===== config.mk =====
export PLATFORM = sky130hd
export DESIGN_NAME = fir_channel_sched
export DESIGN_NICKNAME = d
export VERILOG_FILES = /design/src/rtl/fir_channel_sched.sv
export SDC_FILE = /design/constraint.sdc
export NUM_CORES = 1
export LEC_CHECK = 0
export ABC_AREA = 1
export ABC_CLOCK_PERIOD_IN_PS = 1900
export CELL_PAD_IN_SITES_DETAIL_PLACEMENT = 1
export CELL_PAD_IN_SITES_GLOBAL_PLACEMENT = 1
export CORE_ASPECT_RATIO = 0.75
export CORE_MARGIN = 4
export CORE_UTILIZATION = 30
export DETAILED_ROUTE_END_ITERATION = 8
export PLACE_DENSITY = 0.79
export SLEW_MARGIN = 15
export SYNTH_ARGS = -nofsm -noshare
export SYNTH_HDL_FRONTEND = slang
export SYNTH_SLANG_ARGS = --single-unit
export TNS_END_PERCENT = 10

===== constraint.sdc =====
create_clock -name clk_clk -period 1.9 [get_ports clk_clk]
set_input_delay 0.285 -clock clk_clk [delete_from_list [all_inputs] [get_ports clk_clk]]
set_output_delay 0.285 -clock clk_clk [all_outputs]
set_load 0.005 [all_outputs]

===== src/rtl/fir_channel_sched.sv =====
// ----------------------------------------------------------------------------
// fir_channel_sched
//
// Shares one Avalon-ST FIR filter between the left and right audio channels.
// ADC samples from the audio core's left/right streams are arbitrated
// round-robin and issued to the FIR. Each issued sample's channel is tagged,
// and the tag steers the matching FIR result into that channel's DAC-side out
// register. The FIR cannot be stalled, so a channel is only issued when its
// out register is empty and it has nothing in flight. The result therefore
// always has somewhere to land.
//
// Parameters
//   IN_W       audio sample width (FIR_OUT_W must equal IN_W)
//   FIR_IN_W   FIR input width; the FIR receives the MSB slice of the sample
//   FIR_OUT_W  FIR output width
//   TIMEOUT    idle cycles with results outstanding before the tags are flushed
//
// Ports
//   clk_clk, reset_reset_n          clock, async active-low reset
//   l_in_* / r_in_*                 ADC sample streams (valid/ready/data)
//   l_out_* / r_out_*               filtered sample streams to the DAC side
//   fir_in_data/valid/error         issue to FIR (one-cycle strobe, error tied 0)
//   fir_out_data/valid/error        FIR results, returned in issue order
//   clr_status                      synchronous clear of the sticky flags
//   err_sticky                      FIR error code or untagged result seen
//   timeout_sticky                  timeout flush occurred
//   bypass                          (FIR_SCHED_BYPASS_EN only) route samples
//                                   straight to the out registers, skipping the FIR
//
// Build option: define FIR_SCHED_BYPASS_EN to add the bypass port.
// ----------------------------------------------------------------------------
module fir_channel_sched #(
    parameter int IN_W      = 32,
    parameter int FIR_IN_W  = 16,
    parameter int FIR_OUT_W = 32,
    parameter int TIMEOUT   = 1024
) (
    input  logic                 clk_clk,
    input  logic                 reset_reset_n,

    input  logic [IN_W-1:0]      l_in_data,
    input  logic                 l_in_valid,
    output logic                 l_in_ready,
    input  logic [IN_W-1:0]      r_in_data,
    input  logic                 r_in_valid,
    output logic                 r_in_ready,

    output logic [IN_W-1:0]      l_out_data,
    output logic                 l_out_valid,
    input  logic                 l_out_ready,
    output logic [IN_W-1:0]      r_out_data,
    output logic                 r_out_valid,
    input  logic                 r_out_ready,

    output logic [FIR_IN_W-1:0]  fir_in_data,
    output logic                 fir_in_valid,
    output logic [1:0]           fir_in_error,
    input  logic [FIR_OUT_W-1:0] fir_out_data,
    input  logic                 fir_out_valid,
    input  logic [1:0]           fir_out_error,

`ifdef FIR_SCHED_BYPASS_EN
    input  logic                 bypass,
`endif
    input  logic                 clr_status,
    output logic                 err_sticky,
    output logic                 timeout_sticky
);

    localparam int TW = $clog2(TIMEOUT) + 1;

    typedef enum logic {
        CH_L = 1'b0,
        CH_R = 1'b1
    } chan_e;

    // ------------------------------------------------------------------
    // State
    // ------------------------------------------------------------------
    chan_e                rr_q, rr_d;
    logic                 pend_l_q, pend_l_d;
    logic                 pend_r_q, pend_r_d;
    chan_e                tag0_q, tag0_d;      // FIFO head
    chan_e                tag1_q, tag1_d;
    logic [1:0]           cnt_q, cnt_d;
    logic [TW-1:0]        timer_q, timer_d;
    logic [FIR_IN_W-1:0]  fir_data_q, fir_data_d;
    logic                 fir_valid_q, fir_valid_d;
    logic [IN_W-1:0]      l_data_q, l_data_d;
    logic                 l_valid_q, l_valid_d;
    logic [IN_W-1:0]      r_data_q, r_data_d;
    logic                 r_valid_q, r_valid_d;
    logic                 err_q, err_d;
    logic                 tmo_q, tmo_d;

    // ------------------------------------------------------------------
    // Arbitration and result decode
    // ------------------------------------------------------------------
    logic  byp;
    logic  res_pop, res_l, res_r;
    logic  elig_l, elig_r;
    logic  req_l, req_r;
    logic  grant_l, grant_r;
    logic  issue;
    logic  timeout_hit;
    logic  err_set;
    chan_e push_tag;

`ifdef FIR_SCHED_BYPASS_EN
    assign byp = bypass;
`else
    assign byp = 1'b0;
`endif

    assign res_pop = fir_out_valid && (cnt_q != 2'd0);
    assign res_l   = res_pop && (tag0_q == CH_L);
    assign res_r   = res_pop && (tag0_q == CH_R);

    // In bypass mode pend is ignored. A result landing in this channel's
    // out register this same cycle still blocks the grant, so the two
    // writes never collide.
    assign elig_l = !l_valid_q && (byp ? !res_l : !pend_l_q);
    assign elig_r = !r_valid_q && (byp ? !res_r : !pend_r_q);

    // Gating with reset keeps ready low while reset is asserted.
    assign req_l = reset_reset_n && l_in_valid && elig_l;
    assign req_r = reset_reset_n && r_in_valid && elig_r;

    assign grant_l = req_l && (!req_r || (rr_q == CH_L));
    assign grant_r = req_r && (!req_l || (rr_q == CH_R));

    assign issue    = (grant_l || grant_r) && !byp;
    assign push_tag = grant_l ? CH_L : CH_R;

    assign timeout_hit = (cnt_q != 2'd0) && !fir_out_valid
                         && (timer_q == TW'(TIMEOUT - 1));

    assign err_set = fir_out_valid && ((cnt_q == 2'd0) || (fir_out_error != 2'b00));

    // ------------------------------------------------------------------
    // Next state
    // ------------------------------------------------------------------
    always_comb begin
        rr_d        = rr_q;
        pend_l_d    = pend_l_q;
        pend_r_d    = pend_r_q;
        tag0_d      = tag0_q;
        tag1_d      = tag1_q;
        cnt_d       = cnt_q;
        timer_d     = timer_q;
        fir_data_d  = fir_data_q;
        fir_valid_d = issue;
        l_data_d    = l_data_q;
        l_valid_d   = l_valid_q;
        r_data_d    = r_data_q;
        r_valid_d   = r_valid_q;
        err_d       = err_q;
        tmo_d       = tmo_q;

        // Round-robin pointer moves away from whichever channel was granted.
        if (grant_l) begin
            rr_d = CH_R;
        end else if (grant_r) begin
            rr_d = CH_L;
        end

        if (issue) begin
            fir_data_d = grant_l ? l_in_data[IN_W-1 -: FIR_IN_W]
                                 : r_in_data[IN_W-1 -: FIR_IN_W];
        end

        // Out registers: handshake drains, a new load (result or bypass) wins.
        if (l_valid_q && l_out_ready) begin
            l_valid_d = 1'b0;
        end
        if (r_valid_q && r_out_ready) begin
            r_valid_d = 1'b0;
        end
        if (res_l) begin
            l_valid_d = 1'b1;
            l_data_d  = fir_out_data;
        end
        if (res_r) begin
            r_valid_d = 1'b1;
            r_data_d  = fir_out_data;
        end
        if (byp && grant_l) begin
            l_valid_d = 1'b1;
            l_data_d  = l_in_data;
        end
        if (byp && grant_r) begin
            r_valid_d = 1'b1;
            r_data_d  = r_in_data;
        end

        // Pend flags: the flush is applied before a same-cycle issue, so a
        // sample granted in the flush cycle keeps its pend flag and tag.
        if (timeout_hit) begin
            pend_l_d = 1'b0;
            pend_r_d = 1'b0;
        end
        if (res_l) begin
            pend_l_d = 1'b0;
        end
        if (res_r) begin
            pend_r_d = 1'b0;
        end
        if (issue && grant_l) begin
            pend_l_d = 1'b1;
        end
        if (issue && grant_r) begin
            pend_r_d = 1'b1;
        end

        // Two-entry tag FIFO held as a shift register (tag0 is the head).
        if (timeout_hit) begin
            cnt_d = 2'd0;
        end else if (res_pop) begin
            tag0_d = tag1_q;
            cnt_d  = cnt_q - 2'd1;
        end
        if (issue) begin
            if (cnt_d == 2'd0) begin
                tag0_d = push_tag;
            end else begin
                tag1_d = push_tag;
            end
            cnt_d = cnt_d + 2'd1;
        end

        if ((cnt_q == 2'd0) || fir_out_valid || timeout_hit) begin
            timer_d = '0;
        end else begin
            timer_d = timer_q + TW'(1);
        end

        // Sticky flags: a same-cycle set takes priority over the clear.
        if (err_set) begin
            err_d = 1'b1;
        end else if (clr_status) begin
            err_d = 1'b0;
        end
        if (timeout_hit) begin
            tmo_d = 1'b1;
        end else if (clr_status) begin
            tmo_d = 1'b0;
        end
    end

    // ------------------------------------------------------------------
    // Registers
    // ------------------------------------------------------------------
    always_ff @(posedge clk_clk or negedge reset_reset_n) begin
        if (!reset_reset_n) begin
            rr_q        <= CH_L;
            pend_l_q    <= 1'b0;
            pend_r_q    <= 1'b0;
            tag0_q      <= CH_L;
            tag1_q      <= CH_L;
            cnt_q       <= '0;
            timer_q     <= '0;
            fir_data_q  <= '0;
            fir_valid_q <= 1'b0;
            l_data_q    <= '0;
            l_valid_q   <= 1'b0;
            r_data_q    <= '0;
            r_valid_q   <= 1'b0;
            err_q       <= 1'b0;
            tmo_q       <= 1'b0;
        end else begin
            rr_q        <= rr_d;
            pend_l_q    <= pend_l_d;
            pend_r_q    <= pend_r_d;
            tag0_q      <= tag0_d;
            tag1_q      <= tag1_d;
            cnt_q       <= cnt_d;
            timer_q     <= timer_d;
            fir_data_q  <= fir_data_d;
            fir_valid_q <= fir_valid_d;
            l_data_q    <= l_data_d;
            l_valid_q   <= l_valid_d;
            r_data_q    <= r_data_d;
            r_valid_q   <= r_valid_d;
            err_q       <= err_d;
            tmo_q       <= tmo_d;
        end
    end

    // ------------------------------------------------------------------
    // Outputs
    // ------------------------------------------------------------------
    assign l_in_ready     = grant_l;
    assign r_in_ready     = grant_r;
    assign l_out_data     = l_data_q;
    assign l_out_valid    = l_valid_q;
    assign r_out_data     = r_data_q;
    assign r_out_valid    = r_valid_q;
    assign fir_in_data    = fir_data_q;
    assign fir_in_valid   = fir_valid_q;
    assign fir_in_error   = 2'b00;
    assign err_sticky     = err_q;
    assign timeout_sticky = tmo_q;

endmodule

# After elaboration in Yosys (flattened, before gate mapping)
# Index checks and enable logic that the tools add are counted.
# W data, S select, Z words.
[classes]
n_addsub = 3
eq_ne = 1
n_mux = 24
bitwise = 3
n_reduce_logical = 43
[op_table]
columns = ["op", "count"]
rows = [
  ["$mux W1", 19],
  ["$logic_and A1 B1 Y1", 18],
  ["$mux W16", 1],
  ["$reduce_bool A2 Y1", 7],
  ["$add A11 B1 Y11 const B", 1],
  ["$eq A11 B10 Y1 const B", 1],
  ["$mux W11", 1],
  ["$logic_not A1 Y1", 7],
  ["$logic_or A1 B1 Y1", 6],
  ["$mux W2", 3],
  ["$reduce_bool A3 Y1", 2],
  ["$logic_not A2 Y1", 2],
  ["$not A1 Y1", 3],
  ["$add A2 B1 Y2 const B", 1],
  ["$reduce_and A2 Y1", 1],
  ["$sub A2 B1 Y2 const B", 1],
]
[totals]
ff_bits = 103
output_inout_bits = 89
elab_cells = 89

# Depth between registers and ports, before layout
[logic_depth]
depth_word = 9
ltp_mapped = 12
mapped_depth_nobuf = 12

# Worst setup path before layout
# No wires, ideal clock.
[synth_timing]
path_type = "register -> register"
start = "reg cnt_q[0]"
end = "reg tag0_q"
t_arrival_ps = 1480
required_ps = 1780
path_slack_ps = 301
stages_incl_launch_ff = 10
n_path_buf = 0
synth_period_minus_slack_ps = 1599
cell_sequence = "dfrtp_1 -> inv_1 -> ha_1 -> nor2_1 -> nand4_2 -> nand2_1 -> ha_1 -> inv_1 -> o21ai_0 -> inv_1"
[synth_via]
elab_chain_len = 7
word_cells_on_any_way = 12
[synth_rtl]
columns = ["element", "line_no", "rtl"]
rows = [
  ["start: declaration", "85", "logic [1:0] cnt_q, cnt_d;"],
  ["start signal: assignment", "276", "cnt_q <= cnt_d;"],
  ["parallel branches: the longest is 6 deep, another holds $sub A2 B1 Y2", "--", ""],
  ["$mux W1 (*)", "222", "if (issue) begin"],
  ["via tag0_d", "83", "chan_e tag0_q, tag0_d;"],
  ["end signal: assignment", "274", "tag0_q <= tag0_d;"],
  ["end: declaration", "83", ""],
]
# Mark *: on every way through the listed nets, which the timed path passes.
# A chain may end at the register's enable or synchronous reset.

# Worst setup path after layout
[layout_timing]
start = "reg l_valid_q (netlist: l_out_valid)"
end = "out r_in_ready"
[layout_via]
elab_chain_len = 6
[layout_rtl]
columns = ["element", "line_no", "rtl"]
rows = [
  ["start: declaration", "90", "logic l_valid_q, l_valid_d;"],
  ["start signal: assignment", "281", "l_valid_q <= l_valid_d;"],
  ["$logic_not A1 Y1", "122", "assign elig_l = !l_valid_q && (byp ? !res_l : !pend_l_q);"],
  ["$logic_and A1 B1 Y1", "122", ""],
  ["$logic_and A1 B1 Y1", "126", "assign req_l = reset_reset_n && l_in_valid && elig_l;"],
  ["$logic_not A1 Y1", "130", "assign grant_r = req_r && (!req_l || (rr_q == CH_R));"],
  ["$logic_or A1 B1 Y1", "130", ""],
  ["$logic_and A1 B1 Y1", "130", ""],
  ["end: declaration", "46", "output logic r_in_ready,"],
]
# Every way passes these cells.

==> metrics.md <==
| Metric | Value |
|---|---|
| Async set-reset flop share out of synthesis | `100.0%` |
| Inserted Diodes | `0` |
| Avg WL per Cell | `15.43 um` |
| Chip Width | `145.9 um` |
| Min Clock Period, post-route | `1746 ps` |
| WL final | `12470 um` |
| Final hold viol count | `0` |
| Starting Density | `30.91%` |
| GR Overflow Total | `0` |
| RSZ-0062 raised after global routing | `no` |
| Lkg Pwr | `3.036 nW` |
| Synth top area cells | `dfrtp_1, nand2_1, nand3_1` |
| Status | `finished clean` |
| I/O Buffers | `160` |
| Ratio of final minimum period to clock period | `91.87%` |
| Site row count | `37` |
| Maxcap violations | `0` |
| Top FF cell, synth | `dfrtp_1` |
| Worst hold path type | `input pin to asynchronous set/reset pin` |
| Antenna Nets Post-Route | `0` |
| Clock sink total | `103` |
| Post-synthesis adder-cell area fraction | `0.8772%` |
| CP Capture Type | `output pin` |
| Ports | `195` |
| Post-synthesis mux area share | `0%` |
| Gr usage total | `15.77%` |
| Slew @ Worst Pin | `733.1 ps` |
| Cells after synthesis | `455` |
| Number of CTS-inserted buffers | `9` |
| Layout Area Growth over Synthesis | `51.26%` |
| Vias in the first global route | `4208` |
| Setup-failing EPs final | `0` |
| Synth Area in XOR/XNOR | `0.6140%` |
| Synth unique cells | `33` |
| Worst Path Arrival | `1460 ps` |
| Max-slew violation count | `0` |
| Register-to-register setup slack | `160 ps` |
| Root buf cell | `clkbuf_16` |
| Nets | `737` |
| Setup CP Type | `flop to output pin` |
| DR pass1 iterations | `4` |
| Syn. warnings | `0` |
| Clk buf depth | `2` |
| Via density | `4.641` |
| Simple-gate portion of the synthesized area | `20.32%` |
| Critical Path Source Type | `flop` |
| Mean Syn Cell Area | `9.405 um^2` |
| Post-synth EDFFs | `0` |
| Antenna violations before repair | `0` |
| Crit path max fanout | `3` |
| Core box area | `13840 um^2` |
| Die H | `111.4 um` |
| DR DRC count | `0` |
| Maximum VDD drop | `0.5151 mV` |
| Max H-tree Level | `3` |
| Largest family of logic cells by synthesized area | `simple AND/OR/NAND/NOR gates` |
| Share of cells above drive strength 1 | `9.321%` |
| Die area | `16260 um^2` |
| Worst-Skew Late Latency | `340 ps` |
| Fill cells | `1550` |
| Cell area power density | `1469 nW/um^2` |
| DP HPWL | `9485 um` |
| Synth Area in Compound Gates | `9.532%` |
| Global-route wire length before repair | `21370 um` |
| Vias | `3750` |
| WP data required | `1620 ps` |
| Slew HR | `51.13%` |
| Dpl cells | `788` |
| Top cell type's share of synthesized area | `60.23%` |
| Design area | `6472 um^2` |
| Layout Cells excl Fill | `808` |
| Synthesized cell area | `4279 um^2` |
| TritonCTS clock tree | `done` |
| FF+latch count, synth | `103` |
| 1st-iter DRT viols | `110` |
| Post-synth top area cell | `dfrtp_1` |
| Sequential cell area fraction in the yosys report | `60.23%` |
| Area after DPL | `6132 um^2` |
| Worst clock skew | `6.470 ps` |
| Most numerous cell in the Yosys netlist | `nand2_1` |
| RD Place Congestion | `0.7872` |
| Fmax | `0.5729 GHz` |
| Clock transition at path regs | `80 ps` |
| Top post-synthesis cells by count | `nand2_1, dfrtp_1, inv_1` |
| Largest net degree at the start of global routing | `58` |
==> cell families after synthesis <==
kind of cell,after synthesis
AND/OR/NAND/NOR,191
flip-flops,103
AO/OA/AOI/OAI,79
buffers and inverters,75
XOR/XNOR,3
adder cells (fa/ha/maj),3
other,1
==> layout by cell type, fill, tap and decap left out, types with 2 or more instances in the layout <==
cell type        instances
o21ai_0                 44
clkbuf_16                9
nand2_4                  2
nor3b_1                  2
o21ai_1                 28
nand4_2                  2
nand3_1                 45
nor2_1                  11
nand3_2                  2
buf_4                   17
ha_1                     3
inv_2                    2
clkinv_8                 2
dfrtp_1                103
clkdlybuf4s50_1        157
inv_1                   51
nand2_2                  7
a21oi_1                  3
nand2_1                114
buf_12                   4
inv_4                    2
conb_1                   2
nor2_4                   3
xor2_1                   2
clkinvlp_4               2
==> routing by layer <==
| metal | vias to the layer above | wire length (um) | track usage, % |
|---|---|---|---|
| met5 | - | 0 | 0 |
| met4 | 0 | 71 | 2.340 |
| met3 | 7 | 916 | 6.021 |
| met2 | 103 | 6199 | 28.03 |
| met1 | 1850 | 5282 | 18.61 |
| li1 | 1790 | - | - |
==> sequential cells by signal, summed over array words and instances (netlist names) <==
name / cells
timeout_sticky: 1
pend_r_q: 1
r_out_data: 32
cnt_q: 2
rr_q: 1
l_out_data: 32
err_sticky: 1
tag0_q: 1
l_out_valid: 1
timer_q: 11
pend_l_q: 1
fir_in_valid: 1
fir_in_data: 16
tag1_q: 1
r_out_valid: 1
==> where the power goes <==
part	switching [W]	internal, W
Combinational	0.00175	0.00228
Clock	0.000899	0.000929
Sequential	0.000536	0.00312
==> worst max-delay path, cell delays in order, from the launching register on <==
cell and delay, ps:
dfrtp_1 410, nor2_2 130, nand3_2 100, inv_4 90, nand2_2 50, nand2_1 70, inv_1 40, clkdlybuf4s15_1 230
==> metrics by stage <==
step | TNS [ps] | util [%] | hold slack [ps] | power (W) | setup WS, ps
floorplan | 0 | - | -10.59 | 0.005228 | 300.8
global placement | -12.93 | 44.30 | 108.2 | 0.007546 | -12.93
detailed placement | -24.62 | 44.30 | 111.4 | 0.007770 | -24.62
CTS | -55.62 | 46.67 | 105.6 | 0.009698 | -55.62
global route | 0 | 46.76 | 143.4 | 0.01027 | 11.34
finish | 0 | 46.76 | 85.88 | 0.009507 | 154.5
==> path summary, 6_finish.rpt <==
kind                                         start                     endpoint  cells past startpoint
hold / removal                       reset_reset_n  fir_in_data[10]$_DFFE_PN0N_                      2
hold reg to reg               timer_q[0]$_DFF_PN0_         timer_q[0]$_DFF_PN0_                      1
max in group asynchronous            reset_reset_n   fir_in_data[7]$_DFFE_PN0N_                      3
setup reg to reg                cnt_q[0]$_DFF_PN0_           tag1_q$_DFFE_PN0P_                     11
min in group clk_clk                 reset_reset_n       fir_in_valid$_DFF_PN0_                      4
setup / recovery           l_out_valid$_DFFE_PN0P_                   r_in_ready                      7
==> cell type report <==
| class | count | area [um^2] | area share (%) |
|---|---|---|---|
| Inverter | 55 | 211.5 | 3.267 |
| Timing Repair Buffer | 181 | 1812 | 27.99 |
| Sequential cell | 103 | 2577 | 39.82 |
| Tap cell | 175 | 219.0 | 3.383 |
| Clock buffer | 9 | 225.2 | 3.480 |
| Clock inverter | 7 | 76.32 | 1.179 |
| Multi-Input combinational cell | 278 | 1351 | 20.88 |
==> what timing repair did <==
action / CTS / global route
gates cloned: 0 / 0
buffers inserted: 2 / 1
hold endpoints to repair: 4 / 0
setup endpoints to repair: 2 / 2
resized for setup: 2 / 3
hold buffers: 1 / 0
pin swaps: 0 / 1
Power figures use the tool's default switching activity.
